**src/rtl/ascon_tag_verify.sv**
```systemverilog
// ascon_tag_verify
//   Decryption-side tag check. Collects the received 128-bit tag as N_WORDS
//   words of WORD_W bits, latches the tag computed by finalization, compares
//   the two in exactly N_WORDS cycles regardless of their contents, then
//   reports the verdict. Plaintext release downstream is gated on auth_ok.
//
// Ports
//   clk, rst        rising-edge clock, asynchronous active-high reset
//   start           begins a verification (only honoured in IDLE)
//   abort           cancels any operation, highest priority
//   rx_tag_data     received tag word; word 0 is tag[127:128-WORD_W]
//   rx_tag_valid    rx_tag_data valid
//   rx_tag_ready    a word is accepted this cycle (combinational)
//   calc_tag        tag computed by finalization
//   calc_tag_valid  calc_tag valid this cycle (first one per run is kept)
//   busy            high in LOAD, CMP and DONE
//   result_valid    one-cycle verdict strobe
//   auth_ok         tags matched, held until next start/abort/reset
//   auth_fail       tags differ, held until next start/abort/reset
module ascon_tag_verify #(
   parameter int WORD_W = 32
) (
   input  logic              clk,
   input  logic              rst,
   input  logic              start,
   input  logic              abort,
   input  logic [WORD_W-1:0] rx_tag_data,
   input  logic              rx_tag_valid,
   output logic              rx_tag_ready,
   input  logic [127:0]      calc_tag,
   input  logic              calc_tag_valid,
   output logic              busy,
   output logic              result_valid,
   output logic              auth_ok,
   output logic              auth_fail
);

   localparam int N_WORDS = 128 / WORD_W;
   localparam int IDX_W   = (N_WORDS > 1) ? $clog2(N_WORDS) : 1;
   localparam int CNT_W   = IDX_W + 1;

   typedef enum logic [1:0] {IDLE, LOAD, CMP, DONE} state_t;

   state_t            state, state_next;
   logic [CNT_W-1:0]  cnt;
   logic              have_rx, have_calc;
   logic [WORD_W-1:0] rx_words   [N_WORDS];
   logic [WORD_W-1:0] calc_words [N_WORDS];
   logic [127:0]      calc_tag_r;
   logic [WORD_W-1:0] diff_acc;

   logic              hs, last_hs, rx_complete, calc_complete, cmp_last;
   logic [IDX_W-1:0]  idx;
   logic [WORD_W-1:0] cur_diff;

   // Slice k of the latched computed tag, MSB-first like the rx stream.
   for (genvar k = 0; k < N_WORDS; k++) begin : g_calc
      assign calc_words[k] = calc_tag_r[128-(k+1)*WORD_W +: WORD_W];
   end

   assign idx      = cnt[IDX_W-1:0];
   assign hs       = rx_tag_valid & rx_tag_ready;
   assign last_hs  = hs && (cnt == CNT_W'(N_WORDS - 1));
   assign cmp_last = (cnt == CNT_W'(N_WORDS - 1));
   assign cur_diff = rx_words[idx] ^ calc_words[idx];

   // Completion looks through this cycle's handshake and calc strobe so that
   // CMP starts on the very edge that stores the last missing piece.
   assign rx_complete   = have_rx | last_hs;
   assign calc_complete = have_calc | calc_tag_valid;

   // State register
   always_ff @(posedge clk or posedge rst) begin
      if (rst) state <= IDLE;
      else     state <= state_next;
   end

   // Next-state logic
   always_comb begin
      state_next = state;
      if (abort) begin
         state_next = IDLE;
      end else begin
         case (state)
            IDLE:    if (start) state_next = LOAD;
            LOAD:    if (rx_complete && calc_complete) state_next = CMP;
            CMP:     if (cmp_last) state_next = DONE;
            DONE:    state_next = IDLE;
            default: state_next = IDLE;
         endcase
      end
   end

   // Combinational output
   always_comb begin
      rx_tag_ready = (state == LOAD) && (cnt < CNT_W'(N_WORDS));
   end

   // Registered outputs and datapath
   always_ff @(posedge clk or posedge rst) begin
      if (rst) begin
         busy         <= 1'b0;
         result_valid <= 1'b0;
         auth_ok      <= 1'b0;
         auth_fail    <= 1'b0;
         cnt          <= '0;
         have_rx      <= 1'b0;
         have_calc    <= 1'b0;
         calc_tag_r   <= '0;
         diff_acc     <= '0;
         for (int i = 0; i < N_WORDS; i++) rx_words[i] <= '0;
      end else begin
         busy         <= (state_next != IDLE);
         result_valid <= (state == CMP) && (state_next == DONE);

         if (abort || state == DONE) begin
            // Wipe tag material after every run and on cancel.
            cnt        <= '0;
            have_rx    <= 1'b0;
            have_calc  <= 1'b0;
            calc_tag_r <= '0;
            diff_acc   <= '0;
            for (int i = 0; i < N_WORDS; i++) rx_words[i] <= '0;
            if (abort) begin
               auth_ok   <= 1'b0;
               auth_fail <= 1'b0;
            end
         end else begin
            case (state)
               IDLE: begin
                  if (start) begin
                     cnt       <= '0;
                     have_rx   <= 1'b0;
                     have_calc <= 1'b0;
                     diff_acc  <= '0;
                     auth_ok   <= 1'b0;
                     auth_fail <= 1'b0;
                  end
               end
               LOAD: begin
                  if (hs) begin
                     rx_words[idx] <= rx_tag_data;
                     cnt           <= cnt + CNT_W'(1);
                     if (last_hs) have_rx <= 1'b1;
                  end
                  if (calc_tag_valid && !have_calc) begin
                     calc_tag_r <= calc_tag;
                     have_calc  <= 1'b1;
                  end
                  // Counter is reused as the CMP slice index.
                  if (state_next == CMP) cnt <= '0;
               end
               CMP: begin
                  // No early exit: every slice is visited on every run.
                  diff_acc <= diff_acc | cur_diff;
                  cnt      <= cnt + CNT_W'(1);
                  if (cmp_last) begin
                     auth_ok   <= ((diff_acc | cur_diff) == '0);
                     auth_fail <= ((diff_acc | cur_diff) != '0);
                  end
               end
               default: ;
            endcase
         end
      end
   end

endmodule

```
**config.mk**
```make
export PLATFORM = sky130hd
export DESIGN_NAME = ascon_tag_verify
export DESIGN_NICKNAME = d
export VERILOG_FILES = /design/src/rtl/ascon_tag_verify.sv
export SDC_FILE = /design/constraint.sdc
export NUM_CORES = 1
export LEC_CHECK = 0
export ABC_AREA = 1
export CAP_MARGIN = 5
export CORE_UTILIZATION = 55
export DETAILED_ROUTE_END_ITERATION = 10
export GPL_TIMING_DRIVEN = 0
export HOLD_SLACK_MARGIN = 0.02
export PLACE_DENSITY = 0.79
export SYNTH_ARGS = -nofsm -noshare
export SYNTH_HDL_FRONTEND = slang
export SYNTH_SLANG_ARGS = --single-unit
```
**constraint.sdc**
```tcl
create_clock -name clk -period 13.2 [get_ports clk]
set_input_delay 1.98 -clock clk [delete_from_list [all_inputs] [get_ports clk]]
set_output_delay 1.98 -clock clk [all_outputs]
set_load 0.01 [all_outputs]
```
After elaboration in Yosys (flattened, before gate mapping)
Cells that the tools add are included.
{"block": "word_totals", "output_inout_bits": 5, "reg_bits": 299, "input_bits": 166, "word_cells": 105}
{"block": "classes", "muxes": 43, "bitwise_logic": 6, "eq_ne": 13, "n_lt_le_gt_ge": 3, "n_reduce_logical": 25, "n_addsub": 1}
{"operator": "$mux W128", "n": 6}
{"operator": "$mux W32", "n": 7}
{"operator": "$bmux W32 S2", "n": 2}
{"operator": "$bwmux W128", "n": 1}
{"operator": "$demux W32 S2", "n": 1}
{"operator": "$pmux W32 S2", "n": 1}
{"operator": "$logic_not A32 Y1", "n": 1}
{"operator": "$or A32 B32 Y32", "n": 1}
{"operator": "$reduce_bool A32 Y1", "n": 1}
{"operator": "$xor A32 B32 Y32", "n": 1}
{"operator": "$mux W3", "n": 4}
{"operator": "$mux W1", "n": 11}
{"operator": "$ne A3 B2 Y1 const B", "n": 3}
{"operator": "$pmux W3 S3", "n": 1}
{"operator": "$eq A2 B2 Y1 const B", "n": 4}
{"operator": "$mux W2", "n": 4}
{"operator": "$pmux W1 S2", "n": 4}
{"operator": "$pmux W2 S4", "n": 1}
{"operator": "$reduce_and A4 Y1", "n": 2}
{"operator": "$reduce_bool A2 Y1", "n": 4}
{"operator": "$logic_and A1 B1 Y1", "n": 6}
{"operator": "$reduce_and A2 Y1", "n": 3}
{"operator": "$reduce_and A3 Y1", "n": 2}
{"operator": "$reduce_bool A3 Y1", "n": 2}
{"operator": "17 further kinds", "n": 18}

Depth between registers and ports, before layout
Gate-level depths: netlist of the first run.
{"block": "depth", "depth_word": 13, "mapped_depth": 15, "depth_no_buf": 14}

Least setup slack after synthesis of the first run
Ideal clock, no wire load.
{"block": "synth_timing", "path_kind": "input to register", "start": "input rx_tag_valid", "end": "register cnt[1]", "cell_stages": 13, "t_required_ps": 13083, "path_slack_ps": 10092, "n_path_buf": 1, "t_arrival_ps": 2991, "setup_ps": 117, "cell_sequence": "and3_1 -> buf_4 -> nand2_1 -> nand2_1 -> nand2_1 -> nand2_1 -> nand2_1 -> nand2_1 -> nand3_2 -> a21oi_4 -> inv_2 -> nand2_1 -> nand2_1"}
{"block": "synth_between", "elab_chain_cells": 11, "elab_cells_between_ends": 13, "cone_classes": "eq/ne: 2; mux: 6; bitwise: 2; reduce/logical: 3"}
{"element": "start, declared", "line": "28", "rtl": "input logic rx_tag_valid,"}
{"element": "$and A1 B1 Y1 *", "line": "62", "rtl": "assign hs = rx_tag_valid & rx_tag_ready;"}
{"element": "$logic_and A1 B1 Y1", "line": "63", "rtl": "assign last_hs = hs && (cnt == CNT_W'(N_WORDS - 1));"}
{"element": "$or A1 B1 Y1", "line": "69", "rtl": "assign rx_complete = have_rx | last_hs;"}
{"element": "$logic_and A1 B1 Y1", "line": "86", "rtl": "LOAD: if (rx_complete && calc_complete) state_next = CMP;"}
{"element": "$mux W2", "line": "86"}
{"element": "$pmux W2 S4", "line": "84", "rtl": "case (state)"}
{"element": "$mux W2", "line": "81", "rtl": "if (abort) begin"}
{"element": "$eq A2 B2 Y1", "line": "151", "rtl": "if (state_next == CMP) cnt <= '0;"}
{"element": "$mux W3", "line": "151"}
{"element": "$pmux W3 S3", "line": "129", "rtl": "case (state)"}
{"element": "$mux W3", "line": "116", "rtl": "if (abort || state == DONE) begin"}
{"element": "end signal, assigned", "line": "143", "rtl": "cnt <= cnt + CNT_W'(1);"}
{"element": "end signal, assigned", "line": "156", "rtl": "cnt <= cnt + CNT_W'(1);"}
{"element": "end, declared", "line": "45", "rtl": "logic [CNT_W-1:0] cnt;"}
Mark *: on every way between the ends. The rest lies on a longest branch, timed or not.
A chain may end at the register's enable or synchronous reset.

Worst setup path after layout of the first run
{"block": "layout_timing", "start": "register state[1]", "end": "output rx_tag_ready"}
{"block": "layout_between", "elab_chain_cells": 2}
{"element": "start, declared", "line": "44", "rtl": "state_t state, state_next;"}
{"element": "start signal, assigned", "line": "75", "rtl": "else state <= state_next;"}
{"element": "$eq A2 B1 Y1", "line": "96", "rtl": "rx_tag_ready = (state == LOAD) && (cnt < CNT_W'(N_WORDS));"}
{"element": "$logic_and A1 B1 Y1", "line": "96"}
{"element": "end, declared", "line": "29", "rtl": "output logic rx_tag_ready,"}
Every way passes these cells.

==> results.md, run 1 <==
- R2R cell count: 8
- Max H-tree Level: 1
- Maximum fanout along the worst path: 6
- Layout area overhead: 22.5%
- WL final: 46.0 mm
- Mean Syn Cell Area: 8.04 sq um
- DRT iter0 DRCs: 1,427
- YS warnings: 0
- Minimum clock period: 4.13 ns
- Top cell type's share of synthesized area: 52.3%
- Fraction of registers with async set/reset: 100%
- Max Clk Rate: 0.242 GHz
- Setup CP Type: reg2out
- Fill cell count: 2,054
- Clock Tree Root: clkbuf_16
- Clk Latency, worst-skew pair: 0.57 ns
- Synth Register Bits: 299
- GP Congestion: 0.951
- Die H: 163 um
- Ys flop type: dfrtp_1
- CP endpoint kind: output port
- Cell taking the most area after synthesis: dfrtp_1
- Resized cells post-CTS: 0
- N_diodes: 0
- Vias in the first global route: 13,200
- Cts hold-fix bufs: 0
- Remaining DRCs: 0
- Via count: 13,400
- Worst Setup SP: state[1]$_DFF_PP0_
- PnR worst setup slack: 9.07 ns
- Slew @ Worst Pin: 0.974 ns
- First-pass GRT wire length: 70.8 mm
- Max-slew violations: 0
- Most frequent cell after synthesis: nand2_1
- # clock sinks: 299
- I/O Buffers: 170
- GRT Total Usage: 35.2%
- Antenna violations before repair: 0
- Rel. slew slack: 35.1%
- Die area: 26,700 sq um
- Deepest clock path buffer count: 3
- Worst path arrival time: 2.15 ns
- Chip width: 163 um
- RSZ-0062 raised after global routing: no
- Synth top cells by count: nand2_1 (440), dfrtp_1 (299), inv_1 (263), nand3_1 (246), o21ai_0 (180)
- Routed len/inst: 19.7 um
- Drt first pass iters: 6
- Finish-stage setup viols: 0
- Power per cell area: 161 nW/um^2
- Fin crit share: 31.3%
- Grt ovf: 0
- Core area: 25,300 sq um
- Largest cells by area after synthesis: dfrtp_1 (52%), nand2_1 (12%), nand3_1 (8.6%)
- WHS: 0.495 ns
- Syn Nets: 1,957
- DP Cell Count: 2,283
- R2R Path Start: cnt[1]$_DFFE_PP0P_
- TritonCTS clock tree: yes
- DR vias/cell: 5.73
- Clock buffer count from CTS: 31
- Ports: 171
- Post-synth cell types: 26
- Final Util: 69.3%
- Multi-input gate area: 5410 sq um
- Routed Antenna Nets: 0
- Leakage: 8.25 nW
- Status: complete, no violations
- Sequential cell area fraction in the yosys report: 52.3%
- Pin count of the biggest net entering global routing: 122
- Standard-cell rows: 58
- R2R Path End: rx_words[103]$_DFFE_PP0P_
- Max cap viols: 0
- Register Area: 7480 sq um
- Post-placement cell area: 16,500 sq um
- Post CTS Setup Buffer Count: 0
- Worst Path Required: 11.22 ns
- Layout cells sized above 1: 4.73%
- Final #Nets: 2,162
- Post-DP HPWL: 31.4 mm
- Hold crit path type: reg2reg
- Post-Syn Area: 14,300 sq um
- Non-filler instance count after layout: 2,339
- Setup Skew: 0.0114 ns
- Worst slack, placed: 8.86 ns
- Hold violation count in the final report: 0
- CP startpoint kind: flip-flop
- Clock transition at the registers of the reported paths: 0.06 ns
- Hold_sp: diff_acc[1]$_DFFE_PP0P_
- Number of synthesized flops with an enable pin: 0
- Post-Syn Instances: 1,781
- CP Capture Point: rx_tag_ready
- Peak supply drop: 0.131 mV
- R2R setup slack: 10.40 ns
- Starting density of the core: 56.5%
- Final cell area excluding filler cells: 17,500 sq um
[final cells by class]
type | instances | area share [%]
clock buffers | 42 | 5.00
multi-input cells | 1117 | 30.9
repair buffers | 172 | 10.0
inverters | 266 | 5.74
plain buffers | 99 | 2.39
flip-flops and latches | 299 | 42.7
clock inverters | 14 | 0.984
well taps | 330 | 2.35
[worst min-delay path by stage]
| stage | endpoint | slack [ns] | depth (start not counted) |
|---|---|---|---|
| after global placement | diff_acc[1]$_DFFE_PP0P_ | 0.47 | 2 |
| after global routing | diff_acc[1]$_DFFE_PP0P_ | 0.51 | 2 |
| after detailed placement | diff_acc[1]$_DFFE_PP0P_ | 0.48 | 2 |
| after floorplan | diff_acc[1]$_DFFE_PP0P_ | 0.45 | 2 |
| after CTS | diff_acc[1]$_DFFE_PP0P_ | 0.50 | 2 |
| final | diff_acc[1]$_DFFE_PP0P_ | 0.49 | 2 |
[cell families (layout without fill, tap and decap cells)]
family          count (synthesis)  in the layout  synth area share (%)
simple gates                  724            724                  21.4
compound gates                332            332                  12.4
fa+ha+maj                      10             10                 0.874
buf+inv                       365            593                  9.90
xor+xnor                       51             51                  3.12
flops                         299            299                  52.3
[metal layers]
layer  vias up  GRT usage, %  routed length (um)
met2       760          56.4               21200
met3       148          7.11                4580
met1      6368          45.8               18000
met5         -             0                   0
li1       6131             -                   -
met4         0          17.1                2270
[critical path, cell delays in order (launching register included)]
cell and delay [ns]:
dfrtp_1 0.41, inv_1 0.14, ha_1 0.27, inv_1 0.12, nor2_1 0.11, clkdlybuf4s50_1 0.54
[cell usage in the layout, fill, tap and decap left out]
master,n
clkbuf_1,68
nand3_1,246
buf_2,29
inv_8,1
clkinv_2,9
buf_4,1
xor2_1,51
nand2_2,1
ha_1,10
buf_16,2
or2_2,2
a31oi_1,1
clkdlybuf4s50_1,170
clkinvlp_4,1
a21oi_1,66
o21ai_0,180
buf_1,5
nor2_4,1
inv_1,262
a21oi_4,1
o31ai_1,1
buf_6,1
bufinv_16,4
clkbuf_8,6
nor2_1,26
nor3_1,5
clkbuf_16,31
nand3_2,1
o22ai_1,83
and3_1,1
inv_2,3
nor3_2,1
nand2_1,440
dfrtp_1,299
[sequential cells by signal, summed over array words and instances (netlist names)]
signal        cells
have_calc         1
result_valid      1
have_rx           1
diff_acc         32
auth_ok           1
rx_words        128
state             2
auth_fail         1
cnt               3
calc_tag_r      128
busy              1
[per-stage QoR]
stage	setup TNS, ns	power (W)
3_3_place_gp	-169.54	0.00187
6_report	0	0.00282
2_1_floorplan	0	0.00156
5_1_grt	0	0.00293
3_5_place_dp	0	0.00189
4_1_cts	0	0.00279
[where the power goes]
part           internal (W)  switching, W  leakage (nW)
Combinational      0.000250      0.000587          3.58
Sequential          0.00101     0.0000667          4.15
Clock              0.000540      0.000374         0.523
Total               0.00180       0.00103          8.25
Power figures use the tool's default switching activity.
==> run 2: changes to the inputs <==
==> constraint.sdc (replaced) <==
create_clock -name clk -period 3.9 [get_ports clk]
set_input_delay 0.585 -clock clk [delete_from_list [all_inputs] [get_ports clk]]
set_output_delay 0.585 -clock clk [all_outputs]
set_load 0.01 [all_outputs]
==> results.md, run 2 (synthesis results as in run 1) <==
- Status: complete, no violations
- Power per cell area: 534 nW/um^2
- Clock buffer count from CTS: 31
- Starting density of the core: 56.5%
- Standard-cell rows: 58
- Max Clk Rate: 0.360 GHz
- Max-slew violations: 0
- Antenna violations before repair: 0
- Hold crit path type: reg2reg
- R2R Path End: rx_words[100]$_DFFE_PP0P_
- Layout area overhead: 22.6%
- Hold_sp: diff_acc[1]$_DFFE_PP0P_
- Slew @ Worst Pin: 0.987 ns
- Resized cells post-CTS: 0
- Hold Path Depth: 2
- First-pass GRT wire length: 70.9 mm
- CP endpoint kind: flip-flop
- # clock sinks: 299
- DRT iter0 DRCs: 1,545
- Fill cell count: 2,023
- Die H: 163 um
- RSZ-0062 raised after global routing: no
- Ports: 171
- Minimum clock period: 2.78 ns
- Worst path arrival time: 3.18 ns
- Most frequent cells in the layout: nand2_1 (440), dfrtp_1 (299), inv_1 (262)
- Fin crit share: 71.2%
- Grt ovf: 0
- Hold violation count in the final report: 0
- Final #Nets: 2,167
- Final cell area excluding filler cells: 17,600 sq um
- Setup Skew: 0.0131 ns
- Clk Latency, worst-skew pair: 0.57 ns
- Peak supply drop: 0.425 mV
- Leakage: 8.24 nW
- DR vias/cell: 5.81
- WL final: 46.3 mm
- Cts hold-fix bufs: 0
- TritonCTS clock tree: yes
- Drt first pass iters: 7
- Setup CP Type: reg2reg
- CP startpoint kind: flip-flop
- Via count: 13,600
- Post-DP HPWL: 32.1 mm
- Deepest clock path buffer count: 3
- Max H-tree Level: 1
- R2R Path Start: cnt[1]$_DFFE_PP0P_
- Remaining DRCs: 0
- WHS: 0.491 ns
- Commonest non-fill, non-tap cell in the layout: nand2_1
- Max cap viols: 0
- Chip width: 163 um
- Die area: 26,700 sq um
- R2R setup slack: 1.12 ns
- GRT Total Usage: 35.3%
- Pin count of the biggest net entering global routing: 45
- Final Util: 69.3%
- Worst hold endpoint: diff_acc[1]$_DFFE_PP0P_
- R2R cell count: 8
- Post-placement cell area: 16,600 sq um
- Maximum fanout along the worst path: 11
- Post CTS Setup Buffer Count: 0
- GP Congestion: 0.934
- Routed len/inst: 19.7 um
- Largest registers: calc_tag_r x128, rx_words x128, diff_acc x32
- Worst Path Required: 4.30 ns
- N_diodes: 0
- Routed Antenna Nets: 0
- Clock transition at the registers of the reported paths: 0.06 ns
- Finish-stage setup viols: 0
- Layout cells sized above 1: 4.92%
- Clock Tree Root: clkbuf_16
- Core area: 25,300 sq um
- I/O Buffers: 170
- Rel. slew slack: 34.2%
- Vias in the first global route: 13,100
==> run 2: report_power, final <==
part | total (W) | switching [W] | internal, W
logic | 0.00285 | 0.00200 | 0.000854
registers | 0.00363 | 0.000225 | 0.00340
clock network | 0.00290 | 0.00126 | 0.00164
==> run 2: worst max-delay path, cell delays in order (launching register included) <==
cell and delay [ns]:
dfrtp_1 0.42, buf_2 0.20, inv_2 0.14, buf_2 0.38, ha_1 0.29, nand2_1 0.17, nand2_1 0.41, buf_2 0.47
o22ai_1 0.12
==> run 2: area by class of cell <==
cell class	count	area [sq um]	share of cell area, %
Buffer	99	419	2.39
Clock buffer	43	881	5.02
Clock inverter	13	98.8	0.563
Inverter	266	1000	5.71
Multi-Input combinational cell	1117	5410	30.8
Sequential cell	299	7480	42.6
Tap cell	330	413	2.35
Timing Repair Buffer	177	1840	10.5
==> run 2: through the flow <==
stage | setup TNS (ns) | std cells | worst slack (ns) | power [W]
2_1_floorplan | -196.76 | 1781 | -0.658 | 0.00529
3_3_place_gp | -805.31 | 2281 | -2.72 | 0.00633
3_5_place_dp | 0 | 2288 | 1.01 | 0.00641
4_1_cts | 0 | 2344 | 1.16 | 0.00927
5_1_grt | 0 | 2344 | 1.05 | 0.00975
6_report | 0 | 2344 | 1.12 | 0.00938
==> run 2: per-layer routing <==
metal	vias up	global-route usage [%]	part of all wire (%)
li1	6153	-	-
met1	6502	45.9	38
met2	800	56.6	46
met3	160	7.11	10
met4	0	16.9	4.9
met5	-	0	0
==> run 2: worst max path at each step <==
| stage | from | endpoint | slack (ns) |
|---|---|---|---|
| finish | cnt[1]$_DFFE_PP0P_ | rx_words[100]$_DFFE_PP0P_ | 1.12 |
| global route | state[1]$_DFF_PP0_ | rx_tag_ready | 1.05 |
| detailed placement | abort | calc_tag_r[80]$_DFFE_PP0P_ | 1.01 |
| floorplan | rst | auth_fail$_DFFE_PP0P_ | -0.66 |
| CTS | state[1]$_DFF_PP0_ | rx_tag_ready | 1.16 |
| global placement | rst | calc_tag_r[82]$_DFFE_PP0P_ | -2.72 |
==> run 3: changes to the inputs <==
--- a/config.mk
+++ b/config.mk
@@ -7,11 +7,11 @@
 export LEC_CHECK = 0
 export ABC_AREA = 1
 export CAP_MARGIN = 5
-export CORE_UTILIZATION = 55
+export CORE_UTILIZATION = 51
 export DETAILED_ROUTE_END_ITERATION = 10
 export GPL_TIMING_DRIVEN = 0
 export HOLD_SLACK_MARGIN = 0.02
-export PLACE_DENSITY = 0.79
+export PLACE_DENSITY = 0.77
 export SYNTH_ARGS = -nofsm -noshare
 export SYNTH_HDL_FRONTEND = slang
 export SYNTH_SLANG_ARGS = --single-unit
==> constraint.sdc (replaced) <==
create_clock -name clk -period 2.3 [get_ports clk]
set_input_delay 0.345 -clock clk [delete_from_list [all_inputs] [get_ports clk]]
set_output_delay 0.345 -clock clk [all_outputs]
set_load 0.01 [all_outputs]
==> results.md, run 3 (synthesis results as in run 1) <==
- Status: complete, no violations
- GR peak layer: met2
- Global routing met2 resource utilization: 53.3%
- Peak supply drop: 0.634 mV
- Clock transition at the registers of the reported paths: 0.06 ns
- Antenna violations before repair: 0
- Vias in the first global route: 13,300
- Max-slew violations: 0
- Ports: 171
- Layout cells sized above 1: 8.24%
- First-pass GRT wire length: 72.9 mm
- WL final: 47.3 mm
- Clock Tree Root: clkbuf_16
- Fill cell count: 2,257
- Met1 Usage GRT: 43.8%
- Register Area: 7480 sq um
- GP Congestion: 0.911
- GRT Total Usage: 33.4%
- Core area: 27,300 sq um
- Power per cell area: 924 nW/um^2
- Met3 usage: 7.28%
- Fin crit share: 98.9%
- CP startpoint kind: flip-flop
- Non-filler instance count after layout: 2,387
- Cts hold-fix bufs: 0
- # clock sinks: 299
- Routed len/inst: 19.8 um
- Layout area overhead: 24.5%
- CP endpoint kind: flip-flop
- Leakage: 8.45 nW
- Standard-cell rows: 60
- Grt ovf: 0
- Setup Skew: 0.0125 ns
- DR vias/cell: 5.68
- Commonest non-fill, non-tap cell in the layout: nand2_1
- Worst Path Required: 2.78 ns
- Largest registers: calc_tag_r x128, rx_words x128, diff_acc x32
- Remaining DRCs: 0
- Slew @ Worst Pin: 0.859 ns
- Max H-tree Level: 1
- TritonCTS clock tree: yes
- Routed Antenna Nets: 0
- Setup CP Type: reg2reg
- Clock buffer count from CTS: 31
- Max cap viols: 0
- Drt first pass iters: 7
- Rel. slew slack: 42.6%
- Maximum fanout along the worst path: 10
- Final #Nets: 2,167
- Via count: 13,600
- Die area: 28,700 sq um
- Die H: 170 um
- Pin count of the biggest net entering global routing: 44
- Finish-stage setup viols: 0
- Clk Latency, worst-skew pair: 0.57 ns
- I/O Buffers: 170
- Max Clk Rate: 0.439 GHz
- DP Cell Count: 2,330
- Most frequent cells in the layout: nand2_1 (439), dfrtp_1 (299), inv_1 (259)
- Chip width: 170 um
- DRT iter0 DRCs: 1,480
- Starting density of the core: 52.5%
- WHS: 0.292 ns
- Deepest clock path buffer count: 3
- Post-DP HPWL: 32.6 mm
- Multi-input gate area: 5450 sq um
- Hold crit path type: in2async
- Minimum clock period: 2.28 ns
- Worst path arrival time: 2.75 ns
- N_diodes: 0
- Hold violation count in the final report: 0
## run 3: final timing paths
path,startpoint,to,slack (ns),cells after the start
max in group asynchronous,rst,state[1]$_DFF_PP0_,0.74,5
min reg2reg,diff_acc[1]$_DFFE_PP0P_,diff_acc[1]$_DFFE_PP0P_,0.50,2
min in group clk,calc_tag[95],calc_tag_r[95]$_DFFE_PP0P_,0.37,3
min,rst,calc_tag_r[69]$_DFFE_PP0P_,0.29,2
max,state[0]$_DFF_PP0_,rx_words[81]$_DFFE_PP0P_,0.02,6
max reg2reg,state[0]$_DFF_PP0_,rx_words[81]$_DFFE_PP0P_,0.02,6
## run 3: layout make-up
cell class	count	share of cell area, %
buffer	99	2.93
multi-input combinational	1117	30.6
inverter	266	5.62
clock inverter	18	1.12
clock buffer	39	4.80
tap	372	2.61
sequential	299	42.0
timing repair buffer	177	10.3
## run 3: power by group
part / total, W / internal (W) / leakage [nW] / switching (W)
Combinational: 0.00504 / 0.00158 / 3.78 / 0.00346
Sequential: 0.00616 / 0.00577 / 4.15 / 0.000392
Clock: 0.00527 / 0.00307 / 0.529 / 0.00219
## run 3: per-layer routing
layer,share of wire (%),up-vias
li1,-,6134
met1,40,6519
met2,46,750
met3,9.9,147
met4,4.7,0
met5,0,-
## run 3: metrics by stage
stage | TNS [ns] | setup slack (ns) | util (%) | cell area (sq um) | total power (W)
finish | 0 | 0.0242 | 65.4 | 17800 | 0.0165
global route | -0.00791 | -0.00791 | 65.4 | 17800 | 0.0171
CTS | 0 | 0.00482 | 65.1 | 17700 | 0.0162
detailed placement | -39.93 | -0.342 | 61.0 | 16600 | 0.0109
global placement | -1247.57 | -4.10 | 60.5 | 16500 | 0.0108
floorplan | -603.40 | -2.02 | - | 14300 | 0.00897
## run 3: worst max-delay path, stage by stage, from the launching register on
cell	delay, ns
dfrtp_1	0.45
ha_1	0.28
nor2_4	0.22
buf_2	0.30
nand3_1	0.33
clkbuf_2	0.38
o22ai_1	0.24
## run 3: timing repair
item,CTS,global route
endpoints found under the setup margin,218,192
setup buffers,0,0
resized for setup,40,84
